[config.mk]
export PLATFORM = sky130hd
export DESIGN_NAME = simple_lfsr
export DESIGN_NICKNAME = d
export VERILOG_FILES = /design/src/rtl/simple_lfsr.sv
export SDC_FILE = /design/constraint.sdc
export NUM_CORES = 1
export LEC_CHECK = 0
export ABC_AREA = 1
export CAP_MARGIN = 10
export CORE_AREA = 2 2 39 41
export DETAILED_ROUTE_END_ITERATION = 10
export DIE_AREA = 0 0 41 43
export PLACE_DENSITY = 0.57
export SYNTH_ARGS = -nofsm -noshare
export SYNTH_HDL_FRONTEND = slang
export SYNTH_SLANG_ARGS = --single-unit
[constraint.sdc]
create_clock -name clk -period 1.3 [get_ports clk]
set_input_delay 0.195 -clock clk [delete_from_list [all_inputs] [get_ports clk]]
set_output_delay 0.195 -clock clk [all_outputs]
set_load 0.005 [all_outputs]
[src/rtl/simple_lfsr.sv]
// Left-shifting register that shifts in either a serial data bit or the
// Fibonacci feedback of its tapped bits. Used as a seedable pattern generator.
module simple_lfsr #(
   parameter int                LENGTH = 8,
   parameter logic [LENGTH-1:0] TAPS   = LENGTH'(8'hB8),
   parameter logic [LENGTH-1:0] SEED   = LENGTH'(1)
) (
   input  logic              clk,
   input  logic              rst,
   input  logic              d,
   input  logic              fb,
   output logic [LENGTH-1:0] state
);

   if (LENGTH < 2 || LENGTH > 64) begin : g_bad_length
      $error("simple_lfsr: LENGTH must be in 2..64");
   end

   logic in_bit;

   // An all-zero register would otherwise lock up in feedback mode, so force a 1.
   always_comb begin
      // NOTE: default assigned first so every path drives in_bit and no latch is inferred.
      in_bit = d;
      if (fb) begin
         if (state == '0) begin
            in_bit = 1'b1;
         end else begin
            in_bit = ^(state & TAPS);
         end
      end
   end

   always_ff @(posedge clk) begin
      // NOTE: non-blocking assignment so every flop samples the pre-edge state.
      if (rst) begin
         state <= SEED;
      end else begin
         state <= {state[LENGTH-2:0], in_bit};
      end
   end

endmodule

==> impl_summary.md, run 1 <==
Outcome
The run finished with clean final reports.

Pwr
Cell internal power was estimated by the tool at between 300 and 400 µW. Total power for the finished layout comes to between 500 and 600 µW. The proportion of power drawn by combinational gates is 0.108. In this run the power spent charging and discharging nets is 109.9 µW. The power density over cell area is roughly 1100 mW/mm².

The static leakage power is between 0.0002 and 0.00025 µW. The peak ir drop on the vdd network is roughly 0.42 mV. The switching power as a share of total power is 0.2186. The clock network fraction of design power is 0.369.

Of the total power, registers draw 0.523.

STA
The worst clock skew is 3.205 ps. Derived from the worst setup path, the maximum achievable clock frequency is 781.6 MHz. At the pin with the least slew margin, the transition time is approximately 290 ps.

Setup repair after global routing could not meet its margin everywhere. The final-report max-slew violation count is 0. Subtracting the final worst setup slack from the clock period gives between 1000 and 1500 ps. The final setup violation count is 0. Headroom to the max-slew limit came out at 0.8031. The total count of hold-check failures in the final report came to 0. The share of the clock period used by the worst path after layout is 0.9842.

Across all setup checks in the final design, the least slack found is roughly 20 ps.

Finish
The layout net count is just over 60. In the final layout, the registers with the most flip-flops are state (8). The final cell area excluding filler cells is 474.2 µm².

The utilization of the core after routing is 0.3427. The register with the most flip-flops in the final layout is state. The fraction of layout instances using a drive strength above 1 is 0.1852. The number of non-filler instances in the completed layout is 70. The number of flip-flops in the largest register is 8. The number of antenna diodes in the final layout is 0. The relative area change from synthesis to final layout is 54.69%.

Detailed routing
The count of nets left with antenna violations once routing finished came out at 0. The routed layout has 266 vias. After the first detailed-routing iteration, the DRC count stood at 5. The first-pass iteration count of the detailed router is 4. After detailed routing, the number of remaining DRC violations is 0. The average wire length per cell after detail routing is 8.286 µm.

After detailed routing, the number of vias per cell comes to approximately 3.8. The total detailed-routing wirelength is 580 µm.

Clock network
The clock tree from TritonCTS is done. In this run the number of H-tree levels came out at 1. TritonCTS created 3 clock buffers. No sink is reached through more buffers than the 2 on the longest clock path. The later-pin clock latency in the skew report is 250 ps. The tree is rooted in a sky130_fd_sc_hd__clkbuf_4. The number of sinks driven by the clock tree is 8. The post-CTS clock slew at the launch and capture registers of the worst setup and hold paths is about 50 ps. The number of hold buffers added after CTS was 0.

Logic synthesis
The synthesized cell area is ~310 µm². The average instance in the mapped netlist occupies 7.477 µm². The cell count after synthesis is a little over 40. The number of distinct library cells after synthesis is 10. The Yosys warning count is 0.

Of the synthesized area, sequential elements account for 0.5224. Counting flops and latches in the post-synthesis netlist gives 8. The synthesized netlist net count is 46.

Worst setup path
The delay contributed by the slowest stage of the critical path is approximately 500 ps. The critical path is of the register to primary output type. For the worst setup path, the data required time is ~1100 ps.

The element type at the critical path start is a register. The worst setup path is captured at a primary output. The highest-delay cell along the critical path is sky130_fd_sc_hd__clkdlybuf4s50_1. The family with the most delay on the worst path is buffers and inverters. Of all nets on the critical path, the largest fanout is 2. Counting both buffers and inverters, the worst setup path holds a total of 1.

The signal on the critical path passes through clkdlybuf4s50_1. The arrival time at the worst endpoint is approximately 1100 ps.

Job
Across the run, the number of max-cap violations was 0.

Placed design
The final weighted congestion in routability-driven placement is about 0.7. The placed wire-length estimate is 416.6 µm. The setup slack after placement is ~80 ps. The cell area reported after detailed placement is 432.9 µm². The number of placed instances with taps included is 67. The quantity of I/O buffers inserted on ports is 11.

Floorplanning
The starting density of the core is 0.2215. In this run the count of I/O pins placed on the die edge is 12. The floorplan die height is 43 µm.

The core region area is 0.001384 mm². The floorplan has 14 rows. The floorplan step defined a die boundary enclosing between 0.0015 and 0.002 mm². The floorplan die width is roughly 40 µm.

Global routing
For this run the aggregate overflow at the end of global routing stands at 0. The global-route wire length before repair is approximately 900 µm. The global router's overall resource usage is 0.07847. The number of antenna violations at the first check in global routing is 0. The number of global-route vias before repair is 236. Entering global routing, the biggest net connects 9 pins.

Worst hold path
The worst hold path belongs to the class register to register.
final timing paths:
check	from	slack, ps	endpoint	cells after the start
max	state[4]$_SDFF_PP0_	20	state[4]	1
min	state[1]$_SDFF_PP0_	420	state[2]$_SDFF_PP0_	2
max reg2reg	state[4]$_SDFF_PP0_	120	state[0]$_SDFF_PP1_	9
min reg2reg	state[1]$_SDFF_PP0_	420	state[2]$_SDFF_PP0_	2
power by group through the flow:
stage	registers, µW	clock network (µW)	logic [µW]
floorplan	268	0	24.4
global placement	268	0	56.6
detailed placement	268	0	57.1
CTS	263	198	54.8
global route	264	203	63.0
finish	263	185	54.4
layout make-up:
type                       instances  area, µm²
multi-input combinational         22      117.6
sequential                         8      165.2
fill                             152      909.6
clock buffer                       3      22.52
inverter                          10      37.54
tap                               16      20.02
timing repair buffer              11      111.4
placed cells by master, fill, tap and decap left out:
cell type,count
sky130_fd_sc_hd__ha_4,1
sky130_fd_sc_hd__clkdlybuf4s50_1,6
sky130_fd_sc_hd__dfxtp_1,4
sky130_fd_sc_hd__nor2_1,10
sky130_fd_sc_hd__dfxtp_2,4
sky130_fd_sc_hd__dlygate4sd2_1,3
sky130_fd_sc_hd__nand2_2,1
sky130_fd_sc_hd__inv_1,10
sky130_fd_sc_hd__nand4_2,1
sky130_fd_sc_hd__nand3_1,1
sky130_fd_sc_hd__nand2_1,7
sky130_fd_sc_hd__dlymetal6s2s_1,2
sky130_fd_sc_hd__clkbuf_4,3
sky130_fd_sc_hd__a21oi_1,1
synthesized netlist by cell type:
cell type	number	share of area
sky130_fd_sc_hd__nor2_1	10	0.12
sky130_fd_sc_hd__nand4_2	1	0.041
sky130_fd_sc_hd__nand2_1	7	0.086
sky130_fd_sc_hd__dfxtp_1	8	0.52
sky130_fd_sc_hd__nand3_1	1	0.016
sky130_fd_sc_hd__inv_1	10	0.12
sky130_fd_sc_hd__clkbuf_1	1	0.012
sky130_fd_sc_hd__ha_1	1	0.041
sky130_fd_sc_hd__a21oi_1	1	0.016
sky130_fd_sc_hd__nand2_2	1	0.020
through the flow:
step,hold WS [ps],setup TNS (ps)
2_1_floorplan,298.1,0
3_3_place_gp,423.4,0
3_5_place_dp,425.4,0
4_1_cts,431.7,0
5_1_grt,446.7,-18.69
6_report,424.1,0
what timing repair did:
item	4_1_cts	5_1_grt
buffers inserted	0	0
gates resized for setup	7	3
setup endpoints to repair	5	3
logic make-up (layout without fill, tap and decap cells):
family / Yosys count / count (layout) / synth area share
DFF: 8 / 8 / 0.5224
buffers and inverters: 11 / 24 / 0.1347
AOI/OAI and AO/OA: 1 / 1 / 0.01631
adders and majority gates: 1 / 1 / 0.04081
and+or+nand+nor: 20 / 20 / 0.2857
routing by layer:
layer | vias to the layer above | global-route usage | part of all wire
li1 | 144 | - | -
met1 | 114 | 0.09709 | 0.49
met2 | 8 | 0.1031 | 0.46
met3 | 0 | 0.01571 | 0.045
met4 | 0 | 0.08000 | 0
met5 | - | 0 | 0
(Power assumes the default switching activity.)
==> inputs of run 2 (changes only) <==
--- a/config.mk
+++ b/config.mk
@@ -11,6 +11,7 @@
 export DETAILED_ROUTE_END_ITERATION = 10
 export DIE_AREA = 0 0 41 43
 export PLACE_DENSITY = 0.57
+export SLEW_MARGIN = 20
 export SYNTH_ARGS = -nofsm -noshare
 export SYNTH_HDL_FRONTEND = slang
 export SYNTH_SLANG_ARGS = --single-unit
==> results of run 2 <==
Same layout as run 1: the final DEF is identical, and so are final timing and power.
